$ cat src/rtl/fg_pkg.sv
// fg_pkg: shared definitions for the function-generator wave shaper.
// Holds the FSM state encoding and helpers for the output saturation limits.
package fg_pkg;

  // Shape FSM states; the numeric values are visible on state_o
  typedef enum logic [2:0] {
    ST_IDLE = 3'd0,
    ST_RISE = 3'd1,
    ST_ON   = 3'd2,
    ST_FALL = 3'd3,
    ST_OFF  = 3'd4
  } fg_state_e;

  // Most positive output code for a WBW+1 bit signed output
  function automatic int fg_sat_hi(input int wbw);
    return (1 << wbw) - 1;
  endfunction

  // Most negative output code for a WBW+1 bit signed output
  function automatic int fg_sat_lo(input int wbw);
    return -(1 << wbw);
  endfunction

endpackage

$ cat src/rtl/fg_out_sat.sv
// fg_out_sat: output stage of the wave generator.
// Optionally negates the unsigned shape value, adds a signed offset and
// saturates to the signed WBW+1 bit output range before registering it.
module fg_out_sat
  import fg_pkg::*;
#(
  parameter int WBW = 16
) (
  input  logic                clk_i,
  input  logic                rst_i,
  input  logic                clk_en_i,
  input  logic [WBW-1:0]      val_i,
  input  logic                invert_i,
  input  logic signed [WBW:0] offset_i,
  output logic signed [WBW:0] out_o
);

  localparam logic signed [WBW+1:0] SAT_HI = (WBW+2)'(fg_sat_hi(WBW));
  localparam logic signed [WBW+1:0] SAT_LO = (WBW+2)'(fg_sat_lo(WBW));

  logic signed [WBW+1:0] w_mag;
  logic signed [WBW+1:0] w_p;
  logic signed [WBW+1:0] w_q;
  logic signed [WBW:0]   w_sat;
  logic signed [WBW:0]   r_out;

  // Two extra bits cover both the negation and the offset sum without overflow
  assign w_mag = $signed({2'b00, val_i});
  assign w_p   = invert_i ? -w_mag : w_mag;
  assign w_q   = w_p + $signed({offset_i[WBW], offset_i});

  // Clamp the widened sum into the representable output range
  always_comb begin
    if (w_q > SAT_HI) begin
      w_sat = SAT_HI[WBW:0];
    end else if (w_q < SAT_LO) begin
      w_sat = SAT_LO[WBW:0];
    end else begin
      w_sat = w_q[WBW:0];
    end
  end

  // Output register, advanced only on enabled ticks
  always_ff @(posedge clk_i) begin
    if (rst_i) begin
      r_out <= '0;
    end else if (clk_en_i) begin
      r_out <= w_sat;
    end
  end

  assign out_o = r_out;

endmodule

$ cat src/rtl/fg_wavegen_v2.sv
// fg_wavegen_v2: free-running trapezoid/triangle/square generator.
// Owns its period counter, double-buffers the shape config (applied only at
// period restarts) and feeds fg_out_sat for invert/offset/saturation.
// Optional burst mode (burst_len_i, done_o) is built when FG_BURST_EN is defined.
module fg_wavegen_v2
  import fg_pkg::*;
#(
  parameter int COUNTER_BITWIDTH  = 32,
  parameter int WAVEFORM_BITWIDTH = 16
) (
  input  logic                              clk_i,
  input  logic                              rst_i,
  input  logic                              clk_en_i,
  input  logic                              en_i,
  input  logic                              cfg_we_i,
  input  logic [COUNTER_BITWIDTH-1:0]       period_i,
  input  logic [COUNTER_BITWIDTH-1:0]       on_time_i,
  input  logic [WAVEFORM_BITWIDTH-1:0]      amplitude_i,
  input  logic [WAVEFORM_BITWIDTH-1:0]      k_rise_i,
  input  logic [WAVEFORM_BITWIDTH-1:0]      k_fall_i,
  input  logic signed [WAVEFORM_BITWIDTH:0] offset_i,
  input  logic                              invert_i,
`ifdef FG_BURST_EN
  input  logic [15:0]                       burst_len_i,
  output logic                              done_o,
`endif
  output logic signed [WAVEFORM_BITWIDTH:0] out_o,
  output logic                              period_start_o,
  output logic [2:0]                        state_o
);

  localparam int CBW = COUNTER_BITWIDTH;
  localparam int WBW = WAVEFORM_BITWIDTH;

  logic [CBW-1:0]      r_sh_period, r_sh_on, r_act_period, r_act_on, r_cnt;
  logic [WBW-1:0]      r_sh_amp, r_sh_kr, r_sh_kf;
  logic [WBW-1:0]      r_act_amp, r_act_kr, r_act_kf, r_val;
  logic signed [WBW:0] r_sh_off, r_act_off;
  logic                r_sh_inv, r_act_inv;
  fg_state_e           r_state;
  logic                r_pstart;

  logic                w_is_rise;
  logic [WBW:0]        w_opb;
  logic [WBW:0]        w_sum;
  logic                w_rise_top, w_fall_low;
  logic [WBW-1:0]      w_rise_val, w_fall_val;
  logic                w_period_end, w_stop, w_blocked, w_restart;

  // Single shared adder: val+k_rise while rising, val-k_fall (two's complement) otherwise
  assign w_is_rise = (r_state == ST_RISE);
  assign w_opb     = w_is_rise ? {1'b0, r_act_kr} : ~{1'b0, r_act_kf};
  assign w_sum     = {1'b0, r_val} + w_opb + {{WBW{1'b0}}, ~w_is_rise};

  assign w_rise_top = (w_sum >= {1'b0, r_act_amp});
  assign w_rise_val = w_rise_top ? r_act_amp : w_sum[WBW-1:0];
  assign w_fall_low = w_sum[WBW] || (w_sum == '0);
  assign w_fall_val = w_fall_low ? '0 : w_sum[WBW-1:0];

  assign w_period_end = (r_cnt == r_act_period);

`ifdef FG_BURST_EN
  logic [15:0] r_sh_burst, r_act_burst, r_burst_cnt;
  logic        r_done;
  logic        w_burst_last;

  assign w_burst_last = (r_act_burst != 16'd0) && (r_burst_cnt == r_act_burst - 16'd1);
  assign w_stop       = en_i && (r_state != ST_IDLE) && w_period_end && w_burst_last;
  assign w_blocked    = r_done;

  // Burst bookkeeping: shadowed length, completed-period count and sticky done flag
  always_ff @(posedge clk_i) begin
    if (rst_i) begin
      r_sh_burst  <= '0;
      r_act_burst <= '0;
      r_burst_cnt <= '0;
      r_done      <= 1'b0;
    end else begin
      if (cfg_we_i) begin
        r_sh_burst <= burst_len_i;
      end
      if (clk_en_i) begin
        if (!en_i) begin
          r_done <= 1'b0;
        end else if (w_stop) begin
          r_done <= 1'b1;
        end else if (w_restart) begin
          r_act_burst <= r_sh_burst;
          r_burst_cnt <= (r_state == ST_IDLE) ? 16'd0 : r_burst_cnt + 16'd1;
        end
      end
    end
  end

  assign done_o = r_done;
`else
  assign w_stop    = 1'b0;
  assign w_blocked = 1'b0;
`endif

  assign w_restart = en_i && !w_blocked && ((r_state == ST_IDLE) || w_period_end);

  // Shadow config capture on every clock, independent of the tick enable
  always_ff @(posedge clk_i) begin
    if (rst_i) begin
      r_sh_period <= '0;
      r_sh_on     <= '0;
      r_sh_amp    <= '0;
      r_sh_kr     <= '0;
      r_sh_kf     <= '0;
      r_sh_off    <= '0;
      r_sh_inv    <= 1'b0;
    end else if (cfg_we_i) begin
      r_sh_period <= period_i;
      r_sh_on     <= on_time_i;
      r_sh_amp    <= amplitude_i;
      r_sh_kr     <= k_rise_i;
      r_sh_kf     <= k_fall_i;
      r_sh_off    <= offset_i;
      r_sh_inv    <= invert_i;
    end
  end

  // Period counter, shape FSM and active-config load at each restart
  always_ff @(posedge clk_i) begin
    if (rst_i) begin
      r_act_period <= '0;
      r_act_on     <= '0;
      r_act_amp    <= '0;
      r_act_kr     <= '0;
      r_act_kf     <= '0;
      r_act_off    <= '0;
      r_act_inv    <= 1'b0;
      r_cnt        <= '0;
      r_val        <= '0;
      r_state      <= ST_IDLE;
      r_pstart     <= 1'b0;
    end else begin
      r_pstart <= 1'b0;
      if (clk_en_i) begin
        if (!en_i || w_stop) begin
          r_state <= ST_IDLE;
          r_cnt   <= '0;
          r_val   <= '0;
        end else if (w_restart) begin
          r_act_period <= r_sh_period;
          r_act_on     <= r_sh_on;
          r_act_amp    <= r_sh_amp;
          r_act_kr     <= r_sh_kr;
          r_act_kf     <= r_sh_kf;
          r_act_off    <= r_sh_off;
          r_act_inv    <= r_sh_inv;
          r_cnt        <= '0;
          r_val        <= '0;
          r_state      <= ST_RISE;
          r_pstart     <= 1'b1;
        end else if (r_state != ST_IDLE) begin
          r_cnt <= r_cnt + CBW'(1);
          case (r_state)
            ST_RISE: begin
              r_val <= w_rise_val;
              if (w_rise_top) r_state <= ST_ON;
            end
            ST_ON: r_val <= r_act_amp;
            ST_FALL: begin
              r_val <= w_fall_val;
              if (w_fall_low) r_state <= ST_OFF;
            end
            default: r_val <= '0;
          endcase
          // on_time overrides the level-based transition; val still follows the old state
          if (r_cnt == r_act_on) r_state <= ST_FALL;
        end
      end
    end
  end

  assign period_start_o = r_pstart;
  assign state_o        = r_state;

  fg_out_sat #(
    .WBW(WBW)
  ) u_out_sat (
    .clk_i    (clk_i),
    .rst_i    (rst_i),
    .clk_en_i (clk_en_i),
    .val_i    (r_val),
    .invert_i (r_act_inv),
    .offset_i (r_act_off),
    .out_o    (out_o)
  );

endmodule

$ cat config.mk
export PLATFORM = sky130hd
export DESIGN_NAME = fg_wavegen_v2
export DESIGN_NICKNAME = d
export VERILOG_FILES = /design/src/rtl/fg_pkg.sv /design/src/rtl/fg_out_sat.sv /design/src/rtl/fg_wavegen_v2.sv
export SDC_FILE = /design/constraint.sdc
export NUM_CORES = 1
export LEC_CHECK = 0
export ABC_AREA = 1
export BUFFER_PORTS_ARGS = -buffer_cell sky130_fd_sc_hd__buf_2
export CAP_MARGIN = 0
export CORE_MARGIN = 1.5
export CORE_UTILIZATION = 54
export DETAILED_ROUTE_END_ITERATION = 6
export PLACE_DENSITY = 0.85
export SYNTH_ARGS = -nofsm -noshare
export SYNTH_HDL_FRONTEND = slang
export SYNTH_SLANG_ARGS = --single-unit
$ cat constraint.sdc
create_clock -name clk_i -period 4.18 [get_ports clk_i]
set_input_delay 0.836 -clock clk_i [delete_from_list [all_inputs] [get_ports clk_i]]
set_output_delay 0.836 -clock clk_i [all_outputs]
set_load 0.03 [all_outputs]
==> impl_metrics.json, run 1 <==
{
  "status": "finished, final reports clean",
  "initial_core_util_pct": 55.3,
  "grt_use_met2_pct": 51.0,
  "vias": 16200,
  "fin_crit_sh_pct": 98.1,
  "critPathCaptureType": "flop",
  "finalWirelength_mm": 48.1,
  "cp-startpoint": "state_o[0]$_SDFFE_PP0P_",
  "place_area_um2": 17600,
  "post-dp-hpwl_mm": 33.6,
  "p_leak_nw": 9.00,
  "worst_slew_pin_slew_ns": 0.934,
  "wire_per_inst_um": 16.4,
  "ys_types": 50,
  "synthAdderAreaFrac_pct": 4.30,
  "maxSlewViolCount": 0,
  "remaining_drc_errors": 0,
  "dp_slack_ns": -0.207,
  "synthMuxAreaShare_pct": 0,
  "synthTopCellsByArea": "dfxtp_1 40%, nor2_1 13%, o21ai_0 9.5%",
  "synthArstFlopShare_pct": 0,
  "dieHeight_um": 178,
  "worst_setup_path_start_kind": "flop",
  "antenna_found_initial": 1,
  "final_area_um2": 19300,
  "r2r_setup_slack_ns": 0.08,
  "drv_cap": 0,
  "syn_area_um2": 16500,
  "fin_nets": 2702,
  "hold_slack_ns": 0.468,
  "gr-max-usage-layer": "met2",
  "dieArea_um2": 31600,
  "hold_viol": 0,
  "cp_common_cell": "nand2_1",
  "synth_cells": 2383,
  "ir_drop_v": 0.000287,
  "critical_path_class": "flop to flop",
  "period_needed_ns": 4.10,
  "comb_power_share_pct": 22.7,
  "p_sw_share_pct": 31.1,
  "worstRegToRegCells": 31,
  "reg2reg_from": "state_o[0]$_SDFFE_PP0P_",
  "ys_warn_count": 0,
  "ys.flop_type": "dfxtp_1",
  "p_seq_share_pct": 40.5,
  "yosys.area.top_type": "dfxtp_1",
  "fillCellCount": 2641,
  "path_max_fanout": 16,
  "insertion_delay_ns": 0.53,
  "power.total_mw": 8.70,
  "yosysMostFrequentCell": "nor2_1",
  "worstHoldStart": "u_out_sat.out_o[15]$_SDFFE_PP0P_",
  "drive_gt1_share_pct": 15.5,
  "cp_slowest_cell": "ha_2",
  "synthTopCellsByCount": "591 x nor2_1, 346 x nand2_1, 329 x dfxtp_1, 312 x o21ai_0, 153 x inv_1",
  "slew_headroom_pct": 37.7,
  "syn_nets": 2573,
  "grt.overflow.total": 0,
  "synth-simple-area-share_pct": 28.8,
  "setup_viol": 0,
  "synth_xor_area_share_pct": 4.99,
  "grt_pass1_vias": 15400,
  "crit_arrival_ns": 4.57,
  "switchingPower_mw": 2.71,
  "ys_ff_latch": 329,
  "firstDrtPassIters": 6,
  "synth_compound_area_share_pct": 14.6,
  "cts_sinks": 329,
  "cts_inserted_buffers": 35,
  "htree_levels": 2,
  "p_per_area_nw_per_um2": 451,
  "clk_pin_slew_worst_paths_ns": 0.06,
  "yosysSeqAreaShare_pct": 39.9,
  "fin_tns_setup_ns": 0,
  "cts_tree": "built",
  "pwr-share-clk_pct": 36.8,
  "numPortBuffers": 155,
  "use_met3_pct": 4.28,
  "use_met1_pct": 36.1,
  "vias_per_cell": 5.53,
  "synth_edf_count": 0,
  "grt_usage_pct": 29.5,
  "synth_top_family_by_area": "simple AND/OR/NAND/NOR gates",
  "yosys.area.top_type_share_pct": 39.9,
  "root_buffer": "clkbuf_16",
  "r2r_end": "state_o[1]$_SDFFE_PP0P_",
  "place_congestion": 0.966,
  "hold_class": "flop to flop",
  "fp.coreArea_um2": 29900,
  "internal-power_mw": 5.99,
  "grt_max_degree": 104,
  "fin_skew_ns": 0.0222,
  "drtAntennaViolNets": 0,
  "clockBufferDepth": 3,
  "cp.required_ns": 4.65,
  "dieWidth_um": 178,
  "pin_count": 156,
  "max_freq_mhz": 244,
  "grt_pass1_wl_mm": 74.8,
  "critPathCapture": "state_o[1]$_SDFFE_PP0P_",
  "drt-initial-drc-count": 1558,
  "setup_slack_ns": 0.0780,
  "cpPeakStageDelay_ns": 0.40,
  "row_count": 63,
  "synth_area_per_cell_um2": 6.93,
  "syn2layout_area_growth_pct": 16.8
}
-- sequential cells by signal, indices dropped and copies added, names as in the netlist, 3 cells and up --
name	flops
r_act_on	32
r_act_period	32
r_cnt	32
r_sh_on	32
r_sh_period	32
r_act_off	17
r_sh_off	17
u_out_sat.out_o	17
r_act_amp	16
r_act_kf	16
r_act_kr	16
r_sh_amp	16
r_sh_kf	16
r_sh_kr	16
r_val	16
state_o	3
-- power groups by stage --
stage               combinational, mW  sequential (mW)  clock (mW)
finish                           1.97             3.52        3.21
global route                     2.17             3.54        3.37
CTS                              1.71             3.52        3.24
detailed placement               1.68             3.58           0
global placement                 1.65             3.57           0
floorplan                        1.13             3.56           0
-- metrics by stage --
| step | instances | utilization, % |
|---|---|---|
| after global routing | 2928 | 64.6 |
| after global placement | 2846 | 59.1 |
| after CTS | 2908 | 63.1 |
| after floorplan | 2383 | - |
| after detailed placement | 2846 | 59.1 |
| final | 2928 | 64.6 |
-- routing by layer --
metal / part of all wire, % / vias to the layer above / wire [um]
met5: 0 / - / 0
met4: 4.4 / 0 / 2100
met3: 6.0 / 130 / 2910
met2: 48 / 604 / 23200
met1: 41 / 7505 / 19900
li1: - / 7945 / -
-- critical path, delay by kind of cell, from the launching register on --
kind | cells | cell delay [ns]
adder cells (fa/ha/maj) | 2 | 0.70
flip-flops | 1 | 0.36
AND/OR/NAND/NOR | 24 | 2.48
AO/OA/AOI/OAI | 1 | 0.16
buffers and inverters | 4 | 0.33
-- logic make-up after synthesis --
logic type      count (synthesis)
fa+ha+maj                      55
simple gates                 1146
buf+inv                       304
flops                         329
xor+xnor                       92
compound gates                457
-- cell usage in the layout, fill, tap and decap left out, types with 8 or more instances in the layout --
cell / Yosys / final
nor3_1: 32 / 31
a21oi_1: 102 / 99
nand2_1: 346 / 340
o21ai_0: 312 / 307
inv_1: 153 / 147
buf_2: 36 / 154
xnor2_1: 22 / 20
buf_4: 4 / 53
nand4_1: 25 / 25
nand3b_1: 8 / 8
dfxtp_1: 329 / 328
nor2_1: 591 / 582
nand3_2: 8 / 9
xor2_1: 69 / 68
inv_2: 16 / 17
nor2_2: 4 / 8
a21oi_2: 12 / 15
nand2_2: 13 / 15
ha_1: 52 / 44
nand3_1: 99 / 96
clkbuf_16: 0 / 37
-- area by class of cell --
type | instances | area, um^2 | share of cell area (%)
Multi-Input combinational cell | 1752 | 8980 | 46.5
Clock buffer | 45 | 953 | 4.94
Antenna cell | 1 | 2.50 | 0.0130
Clock inverter | 17 | 219 | 1.13
Tap cell | 390 | 488 | 2.53
Sequential cell | 329 | 6590 | 34.2
Inverter | 176 | 678 | 3.51
Timing Repair Buffer | 218 | 1390 | 7.18
-- worst min-delay path by stage --
stage | to | slack, ns | cells after the start
final | u_out_sat.out_o[15]$_SDFFE_PP0P_ | 0.47 | 2
after global routing | u_out_sat.out_o[2]$_SDFFE_PP0P_ | 0.49 | 2
after global placement | r_act_period[19]$_SDFFE_PP0P_ | 0.46 | 2
after floorplan | r_act_on[18]$_SDFFE_PP0P_ | 0.44 | 2
after detailed placement | u_out_sat.out_o[2]$_SDFFE_PP0P_ | 0.46 | 2
after CTS | u_out_sat.out_o[2]$_SDFFE_PP0P_ | 0.47 | 2
-- repair_timing --
action	CTS	global route
endpoints found under the hold margin	0	0
buffers inserted	0	15
pin swaps	0	30
endpoints found under the setup margin	19	36
gates resized for setup	5	63
gates cloned	0	4
hold buffers	0	0
Power figures use the tool's default switching activity.
==> run 2: changes to the inputs <==
PLACE_DENSITY = unset   (was 0.85)
PLACE_DENSITY_LB_ADDON = 0.3   (was unset)
==> impl_metrics.json, run 2 (synthesis gave the netlist of run 1 again) <==
{
  "remaining_drc_errors": 0,
  "root_buffer": "clkbuf_16",
  "antenna_found_initial": 0,
  "worst-path-buf-inv": 6,
  "dieHeight_um": 178,
  "cts_inserted_buffers": 36,
  "cts_sinks": 329,
  "cp_top_family": "simple AND/OR/NAND/NOR gates",
  "cp_common_cell": "nand2_1",
  "initial_core_util_pct": 55.3,
  "cpPeakStageDelay_ns": 0.41,
  "final_area_um2": 19600,
  "pin_count": 156,
  "cts_tree": "built",
  "dieWidth_um": 178,
  "drive_gt1_share_pct": 16.9,
  "post-dp-hpwl_mm": 33.1,
  "htree_levels": 2,
  "maxSlewViolCount": 0,
  "setup_viol": 0,
  "cp_slowest_cell": "fa_2",
  "fin_nets": 2710,
  "fin_tns_setup_ns": 0,
  "finalWirelength_mm": 47.5,
  "grt.overflow.total": 0,
  "fin_crit_sh_pct": 95.1,
  "crit_arrival_ns": 4.43,
  "hold_slack_ns": 0.463,
  "worst_slew_pin_slew_ns": 1.15,
  "insertion_delay_ns": 0.54,
  "drt-initial-drc-count": 1189,
  "grt_pass1_wl_mm": 73.8,
  "place_congestion": 0.942,
  "setup_slack_ns": 0.204,
  "grt_max_degree": 131,
  "grt_usage_pct": 29.3,
  "critical_path_class": "flop to flop",
  "period_needed_ns": 3.98,
  "row_count": 63,
  "rsz0062_at_grt": "yes",
  "p_leak_nw": 9.11,
  "final_cell_mix": "580 x nor2_1, 328 x dfxtp_1, 322 x nand2_1",
  "drv_cap": 0,
  "syn2layout_area_growth_pct": 18.7,
  "clockBufferDepth": 3,
  "dieArea_um2": 31600,
  "wire_per_inst_um": 16.2,
  "antennaDiodeCount": 0,
  "status": "finished, final reports clean",
  "path_max_fanout": 6,
  "hold_viol": 0,
  "place_area_um2": 17700,
  "clk_pin_slew_worst_paths_ns": 0.06,
  "power.total_mw": 9.00,
  "fp.coreArea_um2": 29900,
  "drtAntennaViolNets": 0,
  "layout_commonest_cell": "nor2_1",
  "firstDrtPassIters": 5,
  "worst_setup_path_start_kind": "flop",
  "cp.required_ns": 4.64,
  "max_freq_mhz": 251,
  "numPortBuffers": 155,
  "slew_headroom_pct": 23.6,
  "fin_skew_ns": 0.0220,
  "hold_class": "flop to flop",
  "dp_slack_ns": 0.0321,
  "ir_drop_v": 0.000334,
  "grt_pass1_vias": 14500,
  "p_per_area_nw_per_um2": 459,
  "vias_per_cell": 5.42,
  "critPathCaptureType": "flop",
  "r2r_setup_slack_ns": 0.20,
  "vias": 15900
}
[run 2: area by class of cell]
type	count	area, um^2
flip-flops and latches	329	6590
clock inverters	17	258
repair buffers	226	1480
clock buffers	49	1040
fillers	2624	10300
inverters	176	682
well taps	390	488
multi-input cells	1751	9070
[run 2: stage by stage]
step	instances	utilization (%)
2_1_floorplan	2383	-
5_1_grt	2938	65.6
3_5_place_dp	2847	59.2
6_report	2938	65.6
4_1_cts	2913	63.5
3_3_place_gp	2847	59.2
[run 2: metal layers]
metal	share of wire, %	vias to the layer above	track usage (%)	wire, um
met5	0	-	0	0
met4	3.8	0	11.2	1820
met3	5.7	113	3.94	2700
met2	48	477	50.4	22800
met1	42	7383	37.0	20200
li1	-	7959	-	-
[run 2: path summary, 6_finish.rpt]
kind	from	end	cells after the start
max reg2reg	state_o[0]$_SDFFE_PP0P_	r_val[3]$_SDFFE_PP0P_	31
min	u_out_sat.out_o[14]$_SDFFE_PP0P_	u_out_sat.out_o[14]$_SDFFE_PP0P_	2
min reg2reg	u_out_sat.out_o[14]$_SDFFE_PP0P_	u_out_sat.out_o[14]$_SDFFE_PP0P_	2
max	state_o[0]$_SDFFE_PP0P_	r_val[3]$_SDFFE_PP0P_	31
[run 2: tightest hold or removal path, cell delays in order (launching register included)]
cell     delay, ns
dfxtp_1       0.30
nand2_1       0.06
a21oi_1       0.05
[run 2: repair_timing]
action | CTS | global route
setup endpoints to repair | 2 | 30
resized for setup | 1 | 100
pin swaps | 0 | 35
endpoints found under the hold margin | 0 | 0
cloned | 0 | 4
setup buffers | 0 | 21
hold buffers | 0 | 0
[run 2: power by group]
part | internal [mW] | switching [mW] | total, mW
logic | 0.784 | 1.24 | 2.02
registers | 3.37 | 0.159 | 3.53
clock network | 2.09 | 1.36 | 3.45
total | 6.24 | 2.76 | 9.00
